`src/rtl/decode_stage_pipe.sv`:
```
// Decode stage: register file, control decode, load-use stall, branch/jump resolve, ID/EX register.
// Optional macro WB_BYPASS_EN forwards same-cycle writeback data to the register read ports.
module decode_stage_pipe #(
  parameter int DATA_W = 32,
  parameter int NREGS  = 32,
  parameter int PC_W   = 10,
  localparam int RA_W  = $clog2(NREGS)
) (
  input  logic              clock,
  input  logic              reset,
  input  logic [31:0]       instruc,
  input  logic              id_valid,
  input  logic [PC_W-1:0]   current_PC,
  input  logic              flush,
  input  logic              reg_write,
  input  logic [RA_W-1:0]   rw,
  input  logic [DATA_W-1:0] busw,
  output logic              stall,
  output logic              branch_sel,
  output logic              jump_sel,
  output logic [PC_W-1:0]   branch_address,
  output logic [PC_W-1:0]   jump_address,
  output logic [3:0]        ex_control,
  output logic [1:0]        m_control,
  output logic [1:0]        wb_control,
  output logic [DATA_W-1:0] ex_bus_a,
  output logic [DATA_W-1:0] ex_bus_b,
  output logic [DATA_W-1:0] ex_immed,
  output logic [RA_W-1:0]   ex_rs,
  output logic [RA_W-1:0]   ex_rt,
  output logic [RA_W-1:0]   ex_rd
);

  typedef enum logic [5:0] {
    OP_RTYPE = 6'b000000,
    OP_J     = 6'b000010,
    OP_BEQ   = 6'b000100,
    OP_BNE   = 6'b000101,
    OP_ADDI  = 6'b001000,
    OP_LW    = 6'b100011,
    OP_SW    = 6'b101011
  } opcode_e;

  opcode_e             opcode;
  logic [RA_W-1:0]     ra, rb, rd;
  logic [DATA_W-1:0]   bus_a, bus_b, immed;
  logic [3:0]          dec_ex;
  logic [1:0]          dec_m, dec_wb;
  logic                issue;

  logic [DATA_W-1:0]   rf_q [NREGS];

  logic [3:0]          ex_ctrl_q, ex_ctrl_d;
  logic [1:0]          m_ctrl_q, m_ctrl_d, wb_ctrl_q, wb_ctrl_d;
  logic [DATA_W-1:0]   bus_a_q, bus_a_d, bus_b_q, bus_b_d, immed_q, immed_d;
  logic [RA_W-1:0]     rs_q, rs_d, rt_q, rt_d, rd_q, rd_d;

  assign opcode = opcode_e'(instruc[31:26]);
  assign ra     = instruc[21 +: RA_W];
  assign rb     = instruc[16 +: RA_W];
  assign rd     = instruc[11 +: RA_W];
  assign immed  = {{(DATA_W-16){instruc[15]}}, instruc[15:0]};

  always_ff @(posedge clock) begin
    if (reset) begin
      for (int unsigned i = 0; i < NREGS; i++) rf_q[i] <= '0;
    end else if (reg_write && rw != '0) begin
      rf_q[rw] <= busw;
    end
  end

  always_comb begin
    bus_a = (ra == '0) ? '0 : rf_q[ra];
`ifdef WB_BYPASS_EN
    if (reg_write && rw != '0 && rw == ra) bus_a = busw;
`endif
  end

  always_comb begin
    bus_b = (rb == '0) ? '0 : rf_q[rb];
`ifdef WB_BYPASS_EN
    if (reg_write && rw != '0 && rw == rb) bus_b = busw;
`endif
  end

  always_comb begin
    dec_ex = '0;
    dec_m  = '0;
    dec_wb = '0;
    case (opcode)
      OP_RTYPE: begin dec_ex = 4'b1010; dec_wb = 2'b10; end
      OP_LW:    begin dec_ex = 4'b0100; dec_m = 2'b10; dec_wb = 2'b11; end
      OP_SW:    begin dec_ex = 4'b0100; dec_m = 2'b01; end
      OP_ADDI:  begin dec_ex = 4'b0100; dec_wb = 2'b10; end
      default:  ;
    endcase
  end

  assign stall = id_valid && m_ctrl_q[1] && (rt_q != '0) && ((rt_q == ra) || (rt_q == rb));
  assign issue = id_valid && !stall;

  assign branch_sel     = issue && (((opcode == OP_BEQ) && (bus_a == bus_b)) ||
                                    ((opcode == OP_BNE) && (bus_a != bus_b)));
  assign branch_address = current_PC + immed[PC_W-1:0];
  assign jump_sel       = issue && (opcode == OP_J);
  assign jump_address   = instruc[PC_W-1:0];

  // Flush and bubble both zero only the control fields; operand fields always load.
  always_comb begin
    ex_ctrl_d = dec_ex;
    m_ctrl_d  = dec_m;
    wb_ctrl_d = dec_wb;
    if (flush || stall || !id_valid) begin
      ex_ctrl_d = '0;
      m_ctrl_d  = '0;
      wb_ctrl_d = '0;
    end
    bus_a_d = bus_a;
    bus_b_d = bus_b;
    immed_d = immed;
    rs_d    = ra;
    rt_d    = rb;
    rd_d    = rd;
  end

  always_ff @(posedge clock) begin
    if (reset) begin
      ex_ctrl_q <= '0;
      m_ctrl_q  <= '0;
      wb_ctrl_q <= '0;
      bus_a_q   <= '0;
      bus_b_q   <= '0;
      immed_q   <= '0;
      rs_q      <= '0;
      rt_q      <= '0;
      rd_q      <= '0;
    end else begin
      ex_ctrl_q <= ex_ctrl_d;
      m_ctrl_q  <= m_ctrl_d;
      wb_ctrl_q <= wb_ctrl_d;
      bus_a_q   <= bus_a_d;
      bus_b_q   <= bus_b_d;
      immed_q   <= immed_d;
      rs_q      <= rs_d;
      rt_q      <= rt_d;
      rd_q      <= rd_d;
    end
  end

  assign ex_control = ex_ctrl_q;
  assign m_control  = m_ctrl_q;
  assign wb_control = wb_ctrl_q;
  assign ex_bus_a   = bus_a_q;
  assign ex_bus_b   = bus_b_q;
  assign ex_immed   = immed_q;
  assign ex_rs      = rs_q;
  assign ex_rt      = rt_q;
  assign ex_rd      = rd_q;

endmodule

```
`config.mk`:
```
export PLATFORM = sky130hd
export DESIGN_NAME = decode_stage_pipe
export DESIGN_NICKNAME = d
export VERILOG_FILES = /design/src/rtl/decode_stage_pipe.sv
export SDC_FILE = /design/constraint.sdc
export NUM_CORES = 2
export LEC_CHECK = 0
export BUFFER_PORTS_ARGS = -buffer_cell sky130_fd_sc_hd__buf_2
export CORE_MARGIN = 2
export CORE_UTILIZATION = 40
export CTS_CLUSTER_SIZE = 24
export DETAILED_ROUTE_END_ITERATION = 7
export SETUP_SLACK_MARGIN = 0.1
export SLEW_MARGIN = 5
export SYNTH_ARGS = -nofsm -noshare
export SYNTH_HDL_FRONTEND = slang
export SYNTH_SLANG_ARGS = --single-unit
export TNS_END_PERCENT = 20
```
`constraint.sdc`:
```
create_clock -name clock -period 2.65 [get_ports clock]
set_input_delay 0.1325 -clock clock [delete_from_list [all_inputs] [get_ports clock]]
set_output_delay 0.1325 -clock clock [all_outputs]
set_load 0.1 [all_outputs]
```
# --- Word-level counts from Yosys, hierarchy flattened ---
# Memories as Yosys holds them, arrays and structs flattened.
# Cells that the tools add are included.
# W data, S select, Z words.
classes:
  n_reduce_logical: 24
  n_addsub: 1
  eq_ne: 10
  muxes: 13
op_table:
  columns: ["operator", "n"]
  rows:
  - ["$mux W32", 3]
  - ["$eq A32 B32 Y1", 1]
  - ["$ne A32 B32 Y1", 1]
  - ["$reduce_or A32 Y1", 1]
  - ["$eq A6 B3 Y1 const B", 2]
  - ["$eq A6 B6 Y1 const B", 2]
  - ["$add A10 B10 Y10", 1]
  - ["$eq A5 B5 Y1", 2]
  - ["$logic_not A5 Y1", 2]
  - ["$reduce_bool A5 Y1", 2]
  - ["$logic_and A1 B1 Y1", 9]
  - ["$pmux W2 S2", 2]
  - ["$pmux W4 S2", 1]
  - ["$eq A6 B2 Y1 const B", 1]
  - ["$eq A6 B4 Y1 const B", 1]
  - ["$logic_not A6 Y1", 1]
  - ["$mux W1", 6]
  - ["$mux W5", 1]
  - ["$logic_or A1 B1 Y1", 4]
  - ["$reduce_or A2 Y1", 2]
  - ["$reduce_or A3 Y1", 1]
  - ["$logic_not A1 Y1", 2]
word_totals:
  reg_bits: 103
  mem_count: 1
  wordCells: 58
  ram_bits: 1024
  output_inout_bits: 142
  input_bits: 84
memory_table:
  columns: ["name", "depth", "width", "rd", "rd_clocked_by_memory_dff", "write_ports", "line_no", "text"]
  rows:
  - ["rf_q", 32, 32, 2, 0, 32, "51", "logic [DATA_W-1:0] rf_q [NREGS];"]

# --- Longest topological paths before layout ---
logic_depth:
  ltp_word: 7
  ltp_mapped: 14

# --- Worst setup path before layout ---
# Ideal clock, no wire load.
synth_timing:
  path_type: "flip-flop to output port"
  startpoint: "reg rt_q[2] (netlist: ex_rt[2])"
  endpoint: "out branch_sel"
  n_path_buf: 0
  t_arrival_ns: 4.446
  slack_ns: -1.929
  path_stages_with_launch: 10
  required_time_ns: 2.518
  path_cell_list: "dfxtp_1 -> xor2_1 -> nor3_1 -> nand3_1 -> a21oi_1 -> or3b_2 -> nor2_1 -> and3_1 -> nand2b_1 -> mux2i_1"
synth_between:
  elab_chain_len: 6
  elab_cells_between_ends: 9
  classes_between: "2 x eq/ne; 7 x reduce/logical"
synth_rtl:
  columns: ["item", "line_no", "text"]
  rows:
  - ["start: declaration", "56", "logic [RA_W-1:0] rs_q, rs_d, rt_q, rt_d, rd_q, rd_d;"]
  - ["start signal: assignment", "145", "rt_q <= rt_d;"]
  - ["$eq A5 B5 Y1 / $reduce_bool A5 Y1 (equally long branches)", "99", "assign stall = id_valid && m_ctrl_q[1] && (rt_q != '0) && ((rt_q == ra) || (rt_q == rb));"]
  - ["$logic_or A1 B1 Y1 / $logic_and A1 B1 Y1 (equally long branches)", "99", null]
  - ["$logic_and A1 B1 Y1 *", "99", null]
  - ["named net stall", "18", "output logic stall,"]
  - ["$logic_not A1 Y1 *", "100", "assign issue = id_valid && !stall;"]
  - ["$logic_and A1 B1 Y1 *", "100", null]
  - ["$logic_and A1 B1 Y1 *", "102", "assign branch_sel = issue && (((opcode == OP_BEQ) && (bus_a == bus_b)) ||"]
  - ["end: declaration", "19", "output logic branch_sel,"]
# The timed path passes the listed nets; every way through them passes the cells marked *.

==> results_dict.tcl <==
set metrics [dict create \
    result_of_the_run "finished, violations left" \
    failing_checks "negative setup slack" \
    total_area_of_multi_input_combinational_cells_sq_mm 0.02417 \
    clock_sinks 1120 \
    clk_latency_ps 770 \
    hpwlAfterDp_microns 134900 \
    max_freq_ghz 0.2235 \
    power.leakage_uw 0.02598 \
    final.setup.worst_slack_ps -1825 \
    syn_area_per_cell_sq_um 14.89 \
    core_area_sq_mm 0.1454 \
    yosys_most_used_dff "sky130_fd_sc_hd__edfxtp_1" \
    syn_area_sq_mm 0.05853 \
    drt_wl_total_microns 203400 \
    synth.most_common_cell "sky130_fd_sc_hd__edfxtp_1" \
    vias 38900 \
    ys_seq_area_frac 0.5582 \
    die_height_microns 386.5 \
    start_util 0.4026 \
    top_post_synthesis_cells_by_area "sky130_fd_sc_hd__edfxtp_1 (53%), sky130_fd_sc_hd__mux4_2 (18%), sky130_fd_sc_hd__and2_1 (11%)" \
    cts-htree-levels 3 \
    crit_required_ps 2520 \
    finish.utilization 0.4861 \
    netlist.area_leader.share 0.5254 \
    cts_root_buf "sky130_fd_sc_hd__clkbuf_16" \
    syn_inst 3931 \
    worst_setup_hold_path_clk_slew_ps 60 \
    worst_ep_arrival_time_ps 4340 \
    pre_cts_ws_ps -1475 \
    final_layout_size_suffix_gt1_frac 0.3613 \
    track_usage 0.2690 \
    totalPowerFinal_uw 45650 \
    cell_types_with_the_highest_counts_after_synthesis "sky130_fd_sc_hd__edfxtp_1 (1024), sky130_fd_sc_hd__and2_1 (995), sky130_fd_sc_hd__mux4_2 (475)" \
    hold_viol 0 \
    maximum_number_of_pins_on_one_net_before_global_route_repair 92 \
    die_w_microns 386.5 \
    port-buffer-count 224 \
    timing.max_slew.rel_slack 0.4466 \
    drt.antenna.violating_nets 0 \
    min-delay-path-class "input port to register" \
    synth_largest_area_cell "sky130_fd_sc_hd__edfxtp_1" \
    period_share 1.689 \
    drc 0 \
    nature_of_the_critical_path_startpoint "register" \
    grt_pass1_vias 38930 \
    timing.critical_path.fanout_max 2 \
    stdcell_area_sq_mm 0.07068 \
    area_growth_syn_to_layout_pct 20.75 \
    fp-row-count 140 \
    critical_path.endpoint_type "output pin" \
    cts_made_buffers 120 \
    maximum_clock_skew_at_final_layout_ps 39.43 \
    power.density_mw_per_mm2 646.0 \
    synth_enable_flop_cells 1024 \
    design.portCount 226 \
    worstMarginPinSlew_ps 828.4 \
    cts_max_path_buffers 3 \
    synth.lib_cells_used.distinct 57 \
    timing.final.max_slew_violations 0 \
    worst_ir_drop_vdd_uv 501.4 \
    footprint_of_the_flip_flops_and_latches_sq_mm 0.03269 \
    cap_violations 0 \
    die_area_sq_mm 0.1494 \
    tritoncts "yes" \
    yosysWarningCount 0 \
    drtPass1Iterations 5 \
    min_period_ps 4475 \
    grt_first_pass_wirelength_microns 287900 \
    number_of_antenna_violations_at_the_first_check_in_global_routing 22 \
    routedWlPerCell_microns 31.01 \
    route.detailed.vias_per_inst 5.931 \
    placed_cell_area_sq_mm 0.06612 \
    setup_repair_after_global_routing_missed_its_margin "true" \
    final_nets 4623 \
    setup_total_negative_slack_ps -2243 \
    num-fill-cells 12330 \
    critical_setup_path_class "register to output pin" \
    setup_viol 2 \
    asyncSetResetFlopFracSynth 0 \
    gp_congestion 0.9333 \
    synth.ff_latch_count 1120 \
    grt_overflow_total 0 \
    detailedRoute.firstIterationViolations 5312 \
]
[kinds of logic (layout without fill, tap and decap cells)]
group                      after synthesis  in the layout  share of synthesized area
xor gates and xnor gates                49             49                   0.007332
AOI/OAI and AO/OA                      238            238                    0.02952
buffers and inverters                  444           1114                    0.03920
and+or+nand+nor                       1356           1356                     0.1379
other                                    1             42                 0.00006407
muxes                                  713            713                     0.2255
adders and majority gates               10             10                   0.002266
DFF                                   1120           1120                     0.5582
[timing repair]
item	in CTS	in global routing
hold buffers	45	0
gates resized for setup	16	8
setup buffers	0	0
endpoints found under the setup margin	2	4
pin swaps	6	2
hold endpoints to repair	169	0
[power by group]
group | internal [uW] | switching, uW
Sequential | 20300 | 488
Combinational | 3070 | 4820
Clock | 9810 | 7190
Total | 33200 | 12500
[through the flow]
stage | instances | hold WS, ps
floorplan | 3963 | 211.8
global placement | 6279 | 346.6
detailed placement | 6279 | 346.9
CTS | 6550 | 0.8933
global route | 6554 | 30.45
finish | 6559 | 30.17
[registers in the layout, summed over array words and instances, names as in the netlist]
| register | flops |
|---|---|
| ex_rs | 5 |
| ex_control | 2 |
| ex_rt | 5 |
| m_control | 2 |
| ex_bus_a | 32 |
| wb_control | 2 |
| ex_immed | 16 |
| ex_bus_b | 32 |
| rf_q | 1024 |
[per-layer routing]
layer | part of all wire | up-vias | GRT usage
met4 | 0.044 | 12 | 0.1011
li1 | - | 16070 | -
met2 | 0.46 | 2361 | 0.4233
met1 | 0.40 | 20020 | 0.3733
met5 | 0.00036 | - | 0
met3 | 0.099 | 445 | 0.04776
[path summary, 6_finish.rpt]
path | start | end | slack (ps) | depth (start not counted)
min | busw[11] | rf_q[8][11]$_SDFFCE_PN0P_ | 30 | 2
max | rf_q[20][24]$_SDFFCE_PN0P_ | branch_sel | -1820 | 11
max reg2reg | rf_q[31][7]$_SDFFCE_PN0P_ | ex_bus_a[7]$_SDFF_PP0_ | 420 | 8
min reg2reg | m_control[1]$_SDFF_PP0_ | ex_control[2]$_SDFF_PP0_ | 1070 | 5
[cell usage in the layout, fill, tap and decap left out, types with 81 or more instances in the layout]
cell                           n
sky130_fd_sc_hd__edfxtp_1   1024
sky130_fd_sc_hd__mux4_2      475
sky130_fd_sc_hd__dfxtp_1      91
sky130_fd_sc_hd__mux2_2       81
sky130_fd_sc_hd__buf_2       208
sky130_fd_sc_hd__buf_12       96
sky130_fd_sc_hd__mux2i_1     154
sky130_fd_sc_hd__buf_4       519
sky130_fd_sc_hd__clkbuf_16   126
sky130_fd_sc_hd__and2_1      995
[final cells by class]
cell class / count / share of cell area
sequential: 1120 / 0.4625
antenna: 9 / 0.0003187
timing repair buffer: 875 / 0.1048
inverter: 13 / 0.0006904
tap: 1917 / 0.03394
clock buffer: 178 / 0.04978
multi-input combinational: 2399 / 0.3419
clock inverter: 48 / 0.006037
[critical path, cell delays in order, from the launching register on]
cell	delay (ps)
sky130_fd_sc_hd__edfxtp_1	380
sky130_fd_sc_hd__mux4_2	510
sky130_fd_sc_hd__mux4_2	540
sky130_fd_sc_hd__o21ai_4	190
sky130_fd_sc_hd__xnor2_2	160
sky130_fd_sc_hd__nor4_4	370
sky130_fd_sc_hd__nand4_1	240
sky130_fd_sc_hd__buf_4	210
sky130_fd_sc_hd__nor4_4	330
sky130_fd_sc_hd__buf_4	220
sky130_fd_sc_hd__mux2i_4	240
sky130_fd_sc_hd__buf_12	200
No activity file was read; power rests on OpenSTA's default activity.
